===== src/rtl/hazard_sched_pkg.sv =====
// rtl/hazard_sched_pkg.sv - shared encodings for the hazard scheduler
package hazard_sched_pkg;

  typedef enum logic [1:0] {
    MC_IDLE = 2'd0,
    MC_BUSY = 2'd1,
    MC_DONE = 2'd2
  } mc_state_e;

  localparam logic [1:0] FWD_RF = 2'b00;
  localparam logic [1:0] FWD_M  = 2'b10;
  localparam logic [1:0] FWD_W  = 2'b01;

endpackage


===== src/rtl/hazard_mc_fsm.sv =====
// rtl/hazard_mc_fsm.sv - handshake FSM holding a multi-cycle op in E
module hazard_mc_fsm
  import hazard_sched_pkg::*;
(
  input  logic clk,
  input  logic rst,
  input  logic mc_opE,
  input  logic mc_ready,
  input  logic flush_req,
  output logic mc_start,
  output logic mc_abort,
  output logic mc_busy,
  output logic mc_stall
);

  mc_state_e state_q, state_d;

  always_ff @(posedge clk) begin
    if (rst) state_q <= MC_IDLE;
    else     state_q <= state_d;
  end

  always_comb begin
    state_d = state_q;
    case (state_q)
      MC_IDLE: if (mc_opE && !flush_req) state_d = MC_BUSY;
      MC_BUSY: begin
        if (flush_req)     state_d = MC_IDLE;
        else if (mc_ready) state_d = MC_DONE;
      end
      MC_DONE: state_d = MC_IDLE;
      default: state_d = MC_IDLE;
    endcase
  end

  // Reset masks every pulse so a reset in BUSY never reaches the unit as an abort.
  always_comb begin
    mc_start = 1'b0;
    mc_abort = 1'b0;
    mc_busy  = 1'b0;
    mc_stall = 1'b0;
    if (!rst) begin
      case (state_q)
        MC_IDLE: begin
          mc_start = mc_opE && !flush_req;
          mc_stall = mc_opE && !flush_req;
        end
        MC_BUSY: begin
          mc_busy  = 1'b1;
          mc_stall = 1'b1;
          mc_abort = flush_req;
        end
        MC_DONE: mc_busy = 1'b1;
        default: ;
      endcase
    end
  end

endmodule


===== src/rtl/hazard_sched.sv =====
// rtl/hazard_sched.sv - forwarding selects, load-use/branch/multi-cycle stalls and flushes
module hazard_sched
  import hazard_sched_pkg::*;
#(
  parameter int AW       = 5,
  parameter int LOAD_LAT = 1
) (
  input  logic          clk,
  input  logic          rst,
  input  logic [AW-1:0] rsD,
  input  logic [AW-1:0] rtD,
  input  logic [AW-1:0] rsE,
  input  logic [AW-1:0] rtE,
  input  logic [AW-1:0] writeregE,
  input  logic [AW-1:0] writeregM,
  input  logic [AW-1:0] writeregW,
  input  logic          regwriteE,
  input  logic          regwriteM,
  input  logic          regwriteW,
  input  logic          memtoregE,
  input  logic          memtoregM,
  input  logic          branchD,
  input  logic          mc_opE,
  input  logic          mc_ready,
  input  logic          flush_req,
  output logic          mc_start,
  output logic          mc_abort,
  output logic          mc_busy,
  output logic          stallF,
  output logic          stallD,
  output logic          stallE,
  output logic          flushD,
  output logic          flushE,
  output logic [1:0]    forwardaE,
  output logic [1:0]    forwardbE,
  output logic          forwardaD,
  output logic          forwardbD
);

  localparam logic [1:0] LU_EXT = 2'(LOAD_LAT - 1);

  logic [1:0] lu_cnt_q, lu_cnt_d;
  logic       lu_hit, lu_stall, branchstall, mc_stall;

  hazard_mc_fsm u_mc_fsm (
    .clk       (clk),
    .rst       (rst),
    .mc_opE    (mc_opE),
    .mc_ready  (mc_ready),
    .flush_req (flush_req),
    .mc_start  (mc_start),
    .mc_abort  (mc_abort),
    .mc_busy   (mc_busy),
    .mc_stall  (mc_stall)
  );

  always_comb begin
    forwardaE = FWD_RF;
    if (rsE != '0 && rsE == writeregM && regwriteM)      forwardaE = FWD_M;
    else if (rsE != '0 && rsE == writeregW && regwriteW) forwardaE = FWD_W;
    forwardbE = FWD_RF;
    if (rtE != '0 && rtE == writeregM && regwriteM)      forwardbE = FWD_M;
    else if (rtE != '0 && rtE == writeregW && regwriteW) forwardbE = FWD_W;
    forwardaD = (rsD != '0) && (rsD == writeregM) && regwriteM;
    forwardbD = (rtD != '0) && (rtD == writeregM) && regwriteM;
  end

  assign lu_hit = memtoregE && (rtE != '0) && (rtE == rsD || rtE == rtD);

  // While the counter runs, a fresh hit is the same load still in flight, so it is ignored.
  always_comb begin
    lu_stall = lu_hit || (lu_cnt_q != 2'd0);
    lu_cnt_d = lu_cnt_q;
    if (flush_req)              lu_cnt_d = 2'd0;
    else if (lu_cnt_q != 2'd0)  lu_cnt_d = lu_cnt_q - 2'd1;
    else if (lu_hit)            lu_cnt_d = LU_EXT;
  end

  always_ff @(posedge clk) begin
    if (rst) lu_cnt_q <= 2'd0;
    else     lu_cnt_q <= lu_cnt_d;
  end

  assign branchstall = branchD && (
      (regwriteE && writeregE != '0 && (writeregE == rsD || writeregE == rtD)) ||
      (memtoregM && writeregM != '0 && (writeregM == rsD || writeregM == rtD)));

  // A flush overrides every stall; a held E stage must not be bubbled.
  always_comb begin
    stallF = 1'b0;
    stallD = 1'b0;
    stallE = 1'b0;
    flushD = 1'b0;
    flushE = 1'b0;
    if (!rst) begin
      if (flush_req) begin
        flushD = 1'b1;
        flushE = 1'b1;
      end else begin
        stallE = mc_stall;
        stallF = lu_stall || branchstall || mc_stall;
        stallD = lu_stall || branchstall || mc_stall;
        flushE = lu_stall && !mc_stall;
      end
    end
  end

endmodule

===== config.mk =====
export PLATFORM = sky130hd
export DESIGN_NAME = hazard_sched
export DESIGN_NICKNAME = d
export VERILOG_FILES = /design/src/rtl/hazard_sched_pkg.sv /design/src/rtl/hazard_mc_fsm.sv /design/src/rtl/hazard_sched.sv
export SDC_FILE = /design/constraint.sdc
export NUM_CORES = 1
export LEC_CHECK = 0
export ABC_AREA = 1
export CAP_MARGIN = 20
export CORE_ASPECT_RATIO = 1.2
export CORE_UTILIZATION = 40
export CTS_CLUSTER_SIZE = 20
export DETAILED_ROUTE_END_ITERATION = 8
export PLACE_DENSITY_LB_ADDON = 0.1
export SLEW_MARGIN = 20
export SYNTH_ARGS = -nofsm -noshare
export SYNTH_HDL_FRONTEND = slang
export SYNTH_SLANG_ARGS = --single-unit

===== constraint.sdc =====
create_clock -name clk -period 2.04 [get_ports clk]
set_clock_uncertainty 0.15 [all_clocks]
set_input_delay 0.408 -clock clk [delete_from_list [all_inputs] [get_ports clk]]
set_output_delay 0.408 -clock clk [all_outputs]
set_load 0.05 [all_outputs]

==> results of run 1 <==
-- cell families after synthesis --
logic type	after synthesis	synth area share, %
AO/OA/AOI/OAI	22	12.8
XOR/XNOR	15	11.8
adder cells (fa/ha/maj)	2	2.24
buffers and inverters	42	14.6
flip-flops	4	7.17
AND/OR/NAND/NOR	141	51.5
-- cells in the mapped netlist --
master     number  share of area [%]
a211oi_1        2                1.3
a21oi_1         6                2.7
a221oi_1        3                2.4
a311oi_1        1               0.78
buf_4           1               0.67
clkbuf_1        1               0.34
clkbuf_2        1               0.45
dfxtp_1         4                7.2
ha_1            2                2.2
inv_1          33                 11
inv_2           6                2.0
nand2_1        91                 31
nand3_1         9                4.0
nand4_1         5                2.8
nor2_1         29                9.7
nor3_1          2               0.90
nor3b_1         1               0.67
nor3b_2         1                1.1
nor4_1          3                1.7
o2111ai_1       2                1.6
o211ai_1        1               0.67
o21ai_0         5                2.2
o22ai_1         2                1.1
xnor2_1         9                7.1
xor2_1          6                4.7
-- through the flow --
| stage | utilization, % | TNS [ns] | cells |
|---|---|---|---|
| 2_1_floorplan | - | -1.47 | 226 |
| 3_3_place_gp | 89.2 | -4.90 | 363 |
| 3_5_place_dp | 89.2 | -5.38 | 363 |
==> results.json, run 1 <==
{
  "outcome": "aborted with a tool error",
  "failing_step": "clock tree synthesis (4_1_cts)",
  "tool.error": "[ERROR DPL-0038] Utilization greater than 100%, impossible to legalize",
  "cts_root_buf": "clkbuf_4",
  "ys_seq_area_share_pct": 7.17,
  "syn_area_per_cell_sq_um": 4.94,
  "synth.ff_latch_count": 4,
  "postCtsHoldBufs": 0,
  "io_pins": 60,
  "synth_area_sq_um": 1120,
  "dp_hpwl_um": 4250,
  "synth_cell_types": 25,
  "start_util_pct": 42.9,
  "synthCells": 226,
  "placed_area_sq_um": 2320,
  "cts.sinks": 4,
  "post-place-ws_ns": -0.680,
  "rows": 20,
  "fp.dieH_um": 59.9,
  "synth_warnings": 0,
  "cts_buffers": 3,
  "die_x_um": 50.2,
  "io_buffers": 59,
  "clock_path_buffers": 2,
  "cts_setup_buffers": 6,
  "gp_congestion": 0.926,
  "cts_resized": 251,
  "syn_nets": 274,
  "htreeDepth": 1
}
==> inputs of run 2 (changes only) <==
--- a/config.mk
+++ b/config.mk
@@ -7,11 +7,10 @@
 export LEC_CHECK = 0
 export ABC_AREA = 1
 export CAP_MARGIN = 20
-export CORE_ASPECT_RATIO = 1.2
-export CORE_UTILIZATION = 40
-export CTS_CLUSTER_SIZE = 20
+export CORE_AREA = 2 2 63 65
 export DETAILED_ROUTE_END_ITERATION = 8
-export PLACE_DENSITY_LB_ADDON = 0.1
+export DIE_AREA = 0 0 65 67
+export PLACE_DENSITY_LB_ADDON = 0.15
 export SLEW_MARGIN = 20
 export SYNTH_ARGS = -nofsm -noshare
 export SYNTH_HDL_FRONTEND = slang
==> results.json, run 2 <==
{
  "period_minus_slack_ns": 2.20,
  "synth.ff_latch_count": 4,
  "startpoint_type": "input port",
  "num_vias": 1818,
  "rows": 22,
  "die_area_sq_um": 4360,
  "finalMaxSlewViolations": 0,
  "synth_top_area_cell": "nand2_1",
  "dp_hpwl_um": 3540,
  "synth_cell_types": 25,
  "cts.sinks": 4,
  "ir_drop_uv": 677,
  "diodes": 0,
  "r2r_slack_ns": 0.76,
  "cp_num_buf_inv": 3,
  "coreArea_sq_um": 3610,
  "drc_errors": 0,
  "fin_tns_setup_ns": -0.463,
  "max_freq_mhz": 454,
  "synth.area.top_cells": "nand2_1 (31%), inv_1 (11%), nor2_1 (9.7%)",
  "cts_buffers": 3,
  "viasPerCell": 4.75,
  "synthCells": 226,
  "synth_most_common_cell": "nand2_1",
  "max_stage_delay_ns": 0.20,
  "final.fill_count": 305,
  "final_common_cell": "nand2_1",
  "r2r-start": "u_mc_fsm.state_q[1]",
  "cts_root_buf": "clkbuf_8",
  "hp-start": "lu_cnt_q[0]",
  "drtAntennaViolNets": 0,
  "drt_pass1_iterations": 4,
  "start_util_pct": 31.0,
  "synth_ff_type": "dfxtp_1",
  "grt_max_degree": 7,
  "ys_top_cells_by_count": "nand2_1 (91), inv_1 (33), nor2_1 (29)",
  "r2r_cells": 6,
  "slew_headroom_pct": 68.5,
  "power_density_nw_per_um2": 421,
  "p_leak_nw": 1.33,
  "max_cap_violations": 0,
  "synth_warnings": 0,
  "fin_crit_sh_pct": 108,
  "met3_usage_pct": 3.38,
  "area_delta_synth_final_pct": 135,
  "path_max_fanout": 4,
  "drive_above_1_share_pct": 52.2,
  "multi_input_area_sq_um": 1160,
  "synth_top_area_share_pct": 30.6,
  "worst_slew_pin_slew_ns": 0.468,
  "rsz0062_at_grt": "true",
  "io_buffers": 59,
  "antenna_found_initial": 0,
  "critical_path_required_ns": 1.48,
  "failed_checks": "setup timing",
  "clk_latency_ns": 0.21,
  "drtIter0Drc": 77,
  "clock_path_buffers": 2,
  "fp.dieH_um": 67,
  "grt_util_met2_pct": 40.7,
  "final_util_pct": 72.9,
  "met1_usage_pct": 24.7,
  "grt_use_total_pct": 21.0,
  "grt_pass1_vias": 1716,
  "timing.critical_path.cells": "buf_4 -> inv_2 -> nand2_1 -> nand2_1 -> nor2_1 -> nand3_1 -> nand2_1 -> nand2_1 -> nand2_2 -> nor2_4 -> a21oi_4 -> buf_12",
  "hold_ws_ns": 0.295,
  "htreeDepth": 1,
  "layout_setup_ws_ns": -0.162,
  "finalSetupViolations": 4,
  "min_path_type": "register to register",
  "postCtsHoldBufs": 0,
  "hold_violations": 0,
  "fin_nets": 385,
  "wl_um": 4640,
  "synth_edf_count": 0,
  "overflow": 0,
  "grt_first_pass_wirelength_um": 7210,
  "cp_slowest_cell": "a21oi_4",
  "hold_end": "lu_cnt_q[0]",
  "hold_path_depth": 1,
  "crit_top_cell": "nand2_1",
  "syn_nets": 274,
  "final-seq-area_sq_um": 81.3,
  "cts_tree": "yes",
  "io_pins": 60,
  "wire_per_inst_um": 12.1,
  "reg2reg_to": "u_mc_fsm.state_q[1]",
  "placed_area_sq_um": 2360,
  "path_delay_family": "simple AND/OR/NAND/NOR gates",
  "cp.arrival_ns": 1.64,
  "busiest_layer": "met2",
  "worst_setup_path_end_kind": "output port",
  "synth-async-reset-ratio_pct": 0,
  "outcome": "finished, violations left",
  "gp_congestion": 0.865,
  "ys_seq_area_share_pct": 7.17,
  "fin_area_sq_um": 2630,
  "reg_top3": "lu_cnt_q: 2 flops, u_mc_fsm.state_q: 2 flops",
  "crit_type": "input port to output port",
  "die_x_um": 65,
  "layout_common_cells": "nand2_1 (73), buf_4 (44), buf_6 (20)",
  "syn_area_per_cell_sq_um": 4.94,
  "synth_area_sq_um": 1120,
  "cts.clk_slew.worst_paths_ns": 0.03
}
-- run 2: cells by family after synthesis --
group | after synthesis | share of synthesized area, %
xor gates and xnor gates | 15 | 11.8
DFF | 4 | 7.17
adders and majority gates | 2 | 2.24
and+or+nand+nor | 141 | 51.5
AOI/OAI and AO/OA | 22 | 12.8
buffers and inverters | 42 | 14.6
-- run 2: worst register-to-register path: cells and delay by family (launching register included) --
family | cells | cell delay (ns)
simple gates | 2 | 0.23
buf+inv | 1 | 0.06
fa+ha+maj | 1 | 0.25
flops | 1 | 0.29
compound gates | 2 | 0.21
-- run 2: through the flow --
step,total power (W),cells,worst slack [ns]
floorplan,0.000501,226,-0.371
global placement,0.000852,380,-0.579
detailed placement,0.000860,380,-0.582
CTS,0.00105,383,-0.102
global route,0.00118,383,-0.273
finish,0.00111,383,-0.162
-- run 2: worst max-delay path by stage --
stage	slack, ns	end	startpoint	cells after the start
finish	-0.16	stallD	rtD[3]	12
floorplan	-0.37	stallF	rst	7
CTS	-0.10	stallD	rsD[0]	12
global placement	-0.58	flushE	rtD[3]	12
detailed placement	-0.58	flushE	rtD[3]	12
global route	-0.27	stallF	rtD[1]	12
-- run 2: per-layer routing --
metal	up-vias	part of all wire, %	wire length [um]
li1	928	-	-
met1	832	42	1930
met2	54	53	2450
met3	4	4.9	227
met4	0	0.73	34
met5	-	0	0
-- run 2: where the power goes --
group,internal [W],switching [W],leakage (nW),total [W]
sequential,0.000101,0.0000111,0.0330,0.000112
clock,0.000125,0.0000374,0.0216,0.000163
combinational,0.000401,0.000431,1.27,0.000832
total,0.000627,0.000480,1.33,0.00111
-- run 2: layout make-up --
class	instances	area share (%)
inverter	39	5.85
multi-input combinational	180	44.3
clock buffer	3	1.57
sequential	4	3.09
timing repair buffer	109	42.9
tap	48	2.28
-- run 2: repair_timing --
| item | in CTS | in global routing |
|---|---|---|
| buffers inserted | 0 | 0 |
| pin swaps | 35 | 35 |
| hold endpoints to repair | 0 | 0 |
| endpoints found under the setup margin | 12 | 9 |
| gates resized for setup | 192 | 66 |
(Power assumes the default switching activity.)
==> inputs of run 3 (changes only) <==
--- a/config.mk
+++ b/config.mk
@@ -10,6 +10,7 @@
 export CORE_AREA = 2 2 63 65
 export DETAILED_ROUTE_END_ITERATION = 8
 export DIE_AREA = 0 0 65 67
+export GPL_ROUTABILITY_DRIVEN = 1
 export PLACE_DENSITY_LB_ADDON = 0.15
 export SLEW_MARGIN = 20
 export SYNTH_ARGS = -nofsm -noshare
==> results of run 3 <==
Same layout as run 2: the final DEF is identical, and so are final timing and power.
